--- config.mk ---
export PLATFORM = sky130hd
export DESIGN_NAME = add_arbiter
export DESIGN_NICKNAME = d
export VERILOG_FILES = /design/src/rtl/add_arbiter.sv
export SDC_FILE = /design/constraint.sdc
export NUM_CORES = 1
export LEC_CHECK = 0
export CAP_MARGIN = 20
export CORE_AREA = 2 2 119 121
export DETAILED_ROUTE_END_ITERATION = 10
export DIE_AREA = 0 0 121 123
export PLACE_DENSITY_LB_ADDON = 0.05
export SLEW_MARGIN = 40
export SYNTH_ARGS = -nofsm -noshare
export SYNTH_HDL_FRONTEND = slang
export SYNTH_SLANG_ARGS = --single-unit
--- constraint.sdc ---
create_clock -name clk_i -period 3.85 [get_ports clk_i]
set_input_delay 0.77 -clock clk_i [delete_from_list [all_inputs] [get_ports clk_i]]
set_output_delay 0.77 -clock clk_i [all_outputs]
set_load 0.1 [all_outputs]
--- src/rtl/add_arbiter.sv ---
// add_arbiter: round-robin issue of add operations from several requesters
// to one adder; results routed back in issue order through a tag FIFO.
// Optional per-requester grant counters: ADD_ARBITER_GRANT_CNT_EN.
module add_arbiter #(
  parameter int NUM_REQ = 2,
  parameter int DEPTH   = 2
) (
  input  logic                  clk_i,
  input  logic                  reset_ni,
  input  logic [NUM_REQ-1:0]    req_valid_i,
  input  logic [NUM_REQ*32-1:0] req_a_i,
  input  logic [NUM_REQ*32-1:0] req_b_i,
  output logic [NUM_REQ-1:0]    req_ready_o,
  output logic                  add_valid_o,
  output logic [31:0]           add_a_o,
  output logic [31:0]           add_b_o,
  input  logic                  add_ready_i,
  input  logic                  add_valid_i,
  input  logic [31:0]           add_sum_i,
  input  logic                  add_carry_i,
  output logic                  add_ready_o,
  output logic [NUM_REQ-1:0]    rsp_valid_o,
  output logic [31:0]           rsp_sum_o,
  output logic                  rsp_carry_o,
  input  logic [NUM_REQ-1:0]    rsp_ready_i,
  output logic                  err_o,
  output logic [NUM_REQ*16-1:0] grant_cnt_o
);

  localparam int TW = (NUM_REQ > 2) ? 2 : 1;
  localparam int PW = (DEPTH > 2) ? 2 : 1;
  localparam int CW = PW + 1;

  logic [TW-1:0]      last_q, last_d;
  logic [TW-1:0]      tag_q [DEPTH];
  logic [PW-1:0]      wr_q, wr_d;
  logic [PW-1:0]      rd_q, rd_d;
  logic [CW-1:0]      cnt_q, cnt_d;
  logic               err_q, err_d;

  logic [NUM_REQ-1:0] grant;
  logic [TW-1:0]      gidx;
  logic [TW-1:0]      head;
  logic               any_req;
  logic               full;
  logic               empty;
  logic               head_rdy;
  logic               push;
  logic               pop;

  // first valid requester after last, wrapping; lowest offset wins
  function automatic logic [TW-1:0] pick(
    input logic [TW-1:0]      last,
    input logic [NUM_REQ-1:0] v
  );
    int idx;
    pick = last;
    for (int i = NUM_REQ; i >= 1; i--) begin
      idx = int'(last) + i;
      if (idx >= NUM_REQ) idx = idx - NUM_REQ;
      if (v[idx]) pick = TW'(idx);
    end
  endfunction

  assign full  = (cnt_q == CW'(DEPTH));
  assign empty = (cnt_q == '0);
  assign head  = tag_q[rd_q];

  // combinational issue path: grant, operand mux, ready
  always_comb begin
    any_req = |req_valid_i;
    gidx    = pick(last_q, req_valid_i);
    grant   = '0;
    add_a_o = '0;
    add_b_o = '0;
    for (int k = 0; k < NUM_REQ; k++) begin
      if (any_req && gidx == TW'(k)) begin
        grant[k] = 1'b1;
        add_a_o  = req_a_i[32*k +: 32];
        add_b_o  = req_b_i[32*k +: 32];
      end
    end
    add_valid_o = any_req & ~full;
    req_ready_o = grant & {NUM_REQ{add_ready_i & ~full}};
  end

  // result routing to the owner of the oldest in-flight tag
  always_comb begin
    rsp_valid_o = '0;
    head_rdy    = 1'b0;
    for (int k = 0; k < NUM_REQ; k++) begin
      if (head == TW'(k)) begin
        rsp_valid_o[k] = add_valid_i & ~empty;
        head_rdy       = rsp_ready_i[k];
      end
    end
    add_ready_o = ~empty & head_rdy;
  end

  assign rsp_sum_o   = add_sum_i;
  assign rsp_carry_o = add_carry_i;
  assign push        = add_valid_o & add_ready_i;
  assign pop         = add_valid_i & add_ready_o;
  assign err_o       = err_q;

  // next state of pointers, occupancy, priority and error flag
  always_comb begin
    wr_d   = wr_q;
    rd_d   = rd_q;
    cnt_d  = cnt_q;
    last_d = last_q;
    err_d  = err_q | (add_valid_i & empty);
    if (push) begin
      wr_d   = wr_q + 1'b1;
      last_d = gidx;
    end
    if (pop) rd_d = rd_q + 1'b1;
    if (push && !pop) cnt_d = cnt_q + 1'b1;
    else if (pop && !push) cnt_d = cnt_q - 1'b1;
  end

  // control state registers
  always_ff @(posedge clk_i or negedge reset_ni) begin
    if (!reset_ni) begin
      wr_q   <= '0;
      rd_q   <= '0;
      cnt_q  <= '0;
      last_q <= TW'(NUM_REQ - 1);
      err_q  <= 1'b0;
    end else begin
      wr_q   <= wr_d;
      rd_q   <= rd_d;
      cnt_q  <= cnt_d;
      last_q <= last_d;
      err_q  <= err_d;
    end
  end

  // tag storage written at the tail on each issue
  always_ff @(posedge clk_i or negedge reset_ni) begin
    if (!reset_ni) begin
      for (int d = 0; d < DEPTH; d++) tag_q[d] <= '0;
    end else if (push) begin
      tag_q[wr_q] <= gidx;
    end
  end

`ifdef ADD_ARBITER_GRANT_CNT_EN
  logic [15:0] gcnt_q [NUM_REQ];
  logic [15:0] gcnt_d [NUM_REQ];

  // saturating issue count per requester
  always_comb begin
    for (int k = 0; k < NUM_REQ; k++) begin
      gcnt_d[k] = gcnt_q[k];
      if (push && gidx == TW'(k) && gcnt_q[k] != 16'hFFFF)
        gcnt_d[k] = gcnt_q[k] + 16'd1;
      grant_cnt_o[16*k +: 16] = gcnt_q[k];
    end
  end

  // counter registers
  always_ff @(posedge clk_i or negedge reset_ni) begin
    if (!reset_ni) begin
      for (int k = 0; k < NUM_REQ; k++) gcnt_q[k] <= '0;
    end else begin
      for (int k = 0; k < NUM_REQ; k++) gcnt_q[k] <= gcnt_d[k];
    end
  end
`else
  assign grant_cnt_o = '0;
`endif

endmodule

==> reports/qor.yml, run 1 <==
floorplan.die_area_um2: 14900
antenna_cells_inserted: 0
synth_mux_area_frac: 0.0417
critical_path.startpoint: "req_valid_i[0]"
io_pins: 305
timing.rr.end: "cnt_q[1]"
synth_top_family_by_area: "compound AO/OA/AOI/OAI gates"
yosys.area_share.simple: 0.0494
finalSetupViolCount: 0
timing.critical_path.from_type: "primary input"
clk_pin_slew_ns: 0.04
first_global_vias: 1872
criticalPathCategory: "in2out"
detailed_place_hpwl_um: 7740
insertion_delay_ns: 0.23
ys_seq_elements: 8
dp_slack_ns: 0.695
routed_via_density: 3.81
cap_viol_max_count: 0
power.density_nw_per_um2: 653
layout.cells.non_filler: 534
critPathCaptureType: "output port"
dr.first_iter.drc_count: 36
postCtsResizedCells: 0
worst_setup_path_endpoint: "add_b_o[10]"
max_fclk_mhz: 318
vias: 2033
cts_max_path_buffers: 2
vdd.ir_drop.worst_uv: 485
grt-ovfl-total: 0
syn_inst: 191
post-place-cells: 530
die_y_um: 123
final-hold-violation-count: 0
track_usage: 0.115
ys_top_cells_by_area: "sky130_fd_sc_hd__a22o_1 (35%), sky130_fd_sc_hd__buf_4 (33%), sky130_fd_sc_hd__dfrtp_1 (11%), sky130_fd_sc_hd__buf_2 (2.2%), sky130_fd_sc_hd__nor2_1 (2.1%)"
die_width_um: 121
worst_hold_path_class: "reg2reg"
yosys.area_share.xor_xnor: 0.0270
p_leak_nw: 1.79
crit_fanout: 64
synth_top_area_cell: "sky130_fd_sc_hd__a22o_1"
tritoncts: "done"
r2r_start: "rd_q"
route.antenna.remaining_nets: 0
post_cts_buffers: 0
drt-wirelength-per-cell_um: 17.5
timing.final.crit_period_ns: 3.14
gp_congestion: 0.710
timing_max_transition_violations_final: 0
critical_path_required_ns: 3.08
post_route_cells_drive_above_1_share: 0.237
coreArea_um2: 13600
cts.sinks: 8
unrepaired_setup_endpoints_after_global_routing: "false"
worst_path_setup_slack_after_routing_ns: 0.705
root_buffer: "sky130_fd_sc_hd__clkbuf_16"
p_total_mw: 2.76
ff2ff_path_depth: 7
fp-row-count: 43
synth_compound_area_frac: 0.375
synthAdderAreaFrac: 0.00772
start_util: 0.119
detail_route.wirelength_um: 9370
port-buffer-count: 206
fin_crit_sh: 0.817
antenna_found_initial: 3
drt_first_pass_iters: 4
synth_area_um2: 1620
whs_ns: 0.449
setup-tns-final_ns: 0
clock_tree.htree_level_count: 1
grt_max_degree: 65
synth_area_per_cell_um2: 8.48
numCtsBuffers: 3
synth_top_area_share: 0.346
route.detailed.drc: 0
reg2reg_setup_slack_ns: 1.94
synth-seq-area-share: 0.124
cts_hold_buffers: 0
run_status: "completed"
finClkSkew_ns: 0.00306
grt_pass1_wl_um: 12900
layout-area-overhead-vs-synth_pct: 161
synthDistinctLibCells: 26
yosysWarnings: 0
num-nets-final: 525
cp_data_arrival_time_ns: 2.37
logic make-up after synthesis:
group | Yosys count
DFF | 8
muxes | 6
AOI/OAI and AO/OA | 71
adders and majority gates | 1
and+or+nand+nor | 14
buffers and inverters | 85
xor gates and xnor gates | 5
other | 1
layout by cell type (no fill, tap or decap):
master / n
sky130_fd_sc_hd__clkdlybuf4s50_1: 135
sky130_fd_sc_hd__buf_12: 68
sky130_fd_sc_hd__a22o_1: 64
sky130_fd_sc_hd__conb_1: 32
sky130_fd_sc_hd__nor2_1: 9
sky130_fd_sc_hd__dfrtp_1: 7
sky130_fd_sc_hd__inv_1: 5
sky130_fd_sc_hd__buf_4: 4
sky130_fd_sc_hd__mux2i_1: 3
sky130_fd_sc_hd__xor2_1: 3
sky130_fd_sc_hd__clkbuf_16: 3
sky130_fd_sc_hd__a21boi_4: 2
sky130_fd_sc_hd__o211ai_1: 2
sky130_fd_sc_hd__xnor2_1: 2
sky130_fd_sc_hd__mux2_2: 2
sky130_fd_sc_hd__a21oi_1: 1
sky130_fd_sc_hd__nor2b_4: 1
sky130_fd_sc_hd__or3_4: 1
sky130_fd_sc_hd__and3_1: 1
sky130_fd_sc_hd__o21ai_0: 1
sky130_fd_sc_hd__a21o_1: 1
sky130_fd_sc_hd__mux2_4: 1
sky130_fd_sc_hd__nor4_1: 1
sky130_fd_sc_hd__nor4b_1: 1
sky130_fd_sc_hd__ha_1: 1
sky130_fd_sc_hd__clkbuf_1: 1
sky130_fd_sc_hd__dfstp_2: 1
sky130_fd_sc_hd__buf_2: 1
through the flow:
step           utilization  area, um^2
2_1_floorplan            -        1740
3_3_place_gp         0.305        4150
3_5_place_dp         0.305        4150
4_1_cts              0.311        4230
5_1_grt              0.311        4230
6_report             0.311        4230
metal layers:
| layer | global-route usage | wire (um) | share of wire | vias to the layer above |
|---|---|---|---|---|
| met4 | 0.0189 | 48 | 0.0051 | 6 |
| met2 | 0.198 | 4550 | 0.49 | 138 |
| met5 | 0 | 45 | 0.0048 | - |
| li1 | - | - | - | 932 |
| met3 | 0.0461 | 1140 | 0.12 | 11 |
| met1 | 0.136 | 3590 | 0.38 | 946 |
cell type report:
cell class / count / area (um^2)
clock buffers: 4 / 78.8
fillers: 1406 / 9390
inverters: 5 / 18.8
multi-input cells: 129 / 955
flip-flops and latches: 8 / 201
well taps: 180 / 225
repair buffers: 208 / 2750
sequential cells by signal (all words and copies together) (netlist names):
name and flops:
cnt_q 2, err_o 1, last_q 1, rd_q 1, tag_q 2, wr_q 1
cells in the mapped netlist, drive strengths merged:
master / number
dfrtp: 7
or3: 1
and3: 1
nor2b: 1
a21o: 1
a21boi: 2
nor4b: 1
dfstp: 1
buf: 79
o211ai: 2
xnor2: 2
mux2: 3
a22o: 64
a21oi: 1
nor4: 1
xor2: 3
clkbuf: 1
conb: 1
nor2: 9
inv: 5
o21ai: 1
mux2i: 3
ha: 1
power by group:
group          internal (mW)  leakage [nW]  switching, mW  total [mW]
Sequential             0.129        0.0890         0.0476       0.177
Clock                  0.138        0.0382         0.0438       0.182
Combinational          0.818          1.66           1.58        2.40
worst max-delay path, stage by stage:
cell and delay (ns):
sky130_fd_sc_hd__clkdlybuf4s50_1 0.58, sky130_fd_sc_hd__a21boi_4 0.23, sky130_fd_sc_hd__buf_12 0.30, sky130_fd_sc_hd__a22o_1 0.26
sky130_fd_sc_hd__buf_12 0.19
how the worst min path moves through the flow:
stage / from / cells past startpoint / end
5_1_grt: err_o / 1 / err_o
3_5_place_dp: err_o / 1 / err_o
3_3_place_gp: err_o / 1 / err_o
2_1_floorplan: wr_q / 1 / wr_q
6_report: err_o / 1 / err_o
4_1_cts: err_o / 1 / err_o
Note: power is estimated with default switching activity, not from simulation.
==> run 2, diff against run 1 <==
--- a/config.mk
+++ b/config.mk
@@ -6,9 +6,9 @@
 export NUM_CORES = 1
 export LEC_CHECK = 0
 export CAP_MARGIN = 20
-export CORE_AREA = 2 2 119 121
+export CORE_AREA = 2 2 118 120
 export DETAILED_ROUTE_END_ITERATION = 10
-export DIE_AREA = 0 0 121 123
+export DIE_AREA = 0 0 120 122
 export PLACE_DENSITY_LB_ADDON = 0.05
 export SLEW_MARGIN = 40
 export SYNTH_ARGS = -nofsm -noshare
==> constraint.sdc (replaced) <==
create_clock -name clk_i -period 3.16 [get_ports clk_i]
set_input_delay 0.632 -clock clk_i [delete_from_list [all_inputs] [get_ports clk_i]]
set_output_delay 0.632 -clock clk_i [all_outputs]
set_load 0.1 [all_outputs]
==> reports/qor.yml, run 2 (synthesis gave the netlist of run 1 again) <==
run_status: "completed"
cap_viol_max_count: 0
clock_tree.htree_level_count: 1
max_slew.worst_pin.slew_ns: 0.461
max_fclk_mhz: 348
seq_area_um2: 201
antenna_cells_inserted: 0
root_buffer: "sky130_fd_sc_hd__clkbuf_16"
port-buffer-count: 206
timing_max_transition_violations_final: 0
cp_top_family: "buffers and inverters"
critical_path_required_ns: 2.53
whs_path_depth: 1
grt_max_degree: 65
p_leak_nw: 1.81
timing.final.crit_period_ns: 2.88
io_pins: 305
die_width_um: 120
cp_data_arrival_time_ns: 2.24
cts_max_path_buffers: 2
r2r_start: "rd_q"
insertion_delay_ns: 0.23
unrepaired_setup_endpoints_after_global_routing: "false"
detailed_place_hpwl_um: 7650
criticalPathCategory: "in2out"
post_cts_buffers: 0
commonest_cells_after_routing_fill_and_taps_aside: "sky130_fd_sc_hd__clkdlybuf4s50_1 (135), sky130_fd_sc_hd__buf_12 (71), sky130_fd_sc_hd__a22o_1 (64)"
post_route_cells_drive_above_1_share: 0.242
routed_via_density: 3.71
cp_num_buf_inv: 3
postCtsResizedCells: 0
num-nets-final: 526
worst_slew_margin_rel: 0.684
post-place-cells: 531
worst_hold_path_class: "reg2reg"
timing.rr.end: "cnt_q[1]"
fillCellCount: 1383
die_y_um: 122
vias: 1985
antenna_found_initial: 1
floorplan.die_area_um2: 14600
cp_slowest_stage_delay_ns: 0.57
fp-row-count: 43
vdd.ir_drop.worst_uv: 465
cpMaxStageDelayCell: "sky130_fd_sc_hd__clkdlybuf4s50_1"
timing.critical_path.cells: "clkdlybuf4s50_1, a21boi_4, buf_12, a22o_1, buf_12"
crit_fanout: 64
drt-wirelength-per-cell_um: 17.2
finalSetupViolCount: 0
ff2ff_path_depth: 7
critPathCaptureType: "output port"
detail_route.wirelength_um: 9200
cts_hold_buffers: 0
numCtsBuffers: 3
layout.cells.non_filler: 535
final-hold-violation-count: 0
gp_congestion: 0.712
reg2reg_setup_slack_ns: 1.24
crit_top_cell: "sky130_fd_sc_hd__buf_12"
tritoncts: "done"
footprint_of_the_multi_input_gates_um2: 957
finClkSkew_ns: 0.00510
most_frequent_standard_cell_in_the_layout_excluding_fill_and_tap_cells: "sky130_fd_sc_hd__clkdlybuf4s50_1"
track_usage: 0.115
layout-area-overhead-vs-synth_pct: 164
hold-path-endpoint: "err_o"
first_global_vias: 1952
dr.first_iter.drc_count: 80
cts.sinks: 8
route.antenna.remaining_nets: 0
grt-ovfl-total: 0
start_util: 0.120
min-delay-start: "err_o"
route.detailed.drc: 0
timing.critical_path.from_type: "primary input"
coreArea_um2: 13500
setup-tns-final_ns: 0
grt_pass1_wl_um: 12800
fin_crit_sh: 0.910
drt_first_pass_iters: 4
reg.largest.list: "cnt_q: 2 flops, tag_q: 2 flops"
clk_pin_slew_ns: 0.04
power.density_nw_per_um2: 798
[run 2: metal layers]
| layer | track usage | wire, um | part of all wire | up-vias |
|---|---|---|---|---|
| met5 | 0 | 11 | 0.0012 | - |
| met4 | 0.0118 | 27 | 0.0029 | 2 |
| met3 | 0.0342 | 843 | 0.092 | 8 |
| met2 | 0.202 | 4560 | 0.50 | 122 |
| met1 | 0.144 | 3760 | 0.41 | 920 |
| li1 | - | - | - | 933 |
[run 2: area by class of cell]
class	instances	area share
timing repair buffer	209	0.654
multi-input combinational	129	0.224
tap	180	0.0527
sequential	8	0.0471
clock buffer	4	0.0184
inverter	5	0.00439
[run 2: worst max path at each step]
stage | startpoint | end | slack [ns] | cells after the start
finish | req_valid_i[0] | add_a_o[11] | 0.28 | 5
global route | req_valid_i[0] | add_a_o[11] | 0.22 | 5
CTS | req_valid_i[0] | add_a_o[11] | 0.27 | 5
detailed placement | req_valid_i[0] | add_a_o[11] | 0.28 | 5
global placement | req_valid_i[0] | add_a_o[11] | 0.26 | 5
floorplan | req_valid_i[1] | req_ready_o[1] | 0.1 | 3
[run 2: report_power, final]
| group | internal (mW) | switching [mW] | total (mW) |
|---|---|---|---|
| combinational | 1.04 | 1.93 | 2.98 |
| sequential | 0.158 | 0.0600 | 0.218 |
| clock | 0.168 | 0.0525 | 0.221 |
[run 2: through the flow]
stage               power, mW  hold WS, ns   util  worst slack (ns)  instance area, um^2
floorplan                2.36        0.336      -            0.0963                 1740
global placement         3.21        0.454  0.311             0.264                 4200
detailed placement       3.21        0.452  0.311             0.275                 4200
CTS                      3.45        0.469  0.317             0.267                 4280
global route             3.53        0.494  0.317             0.225                 4280
finish                   3.41        0.466  0.317             0.283                 4280
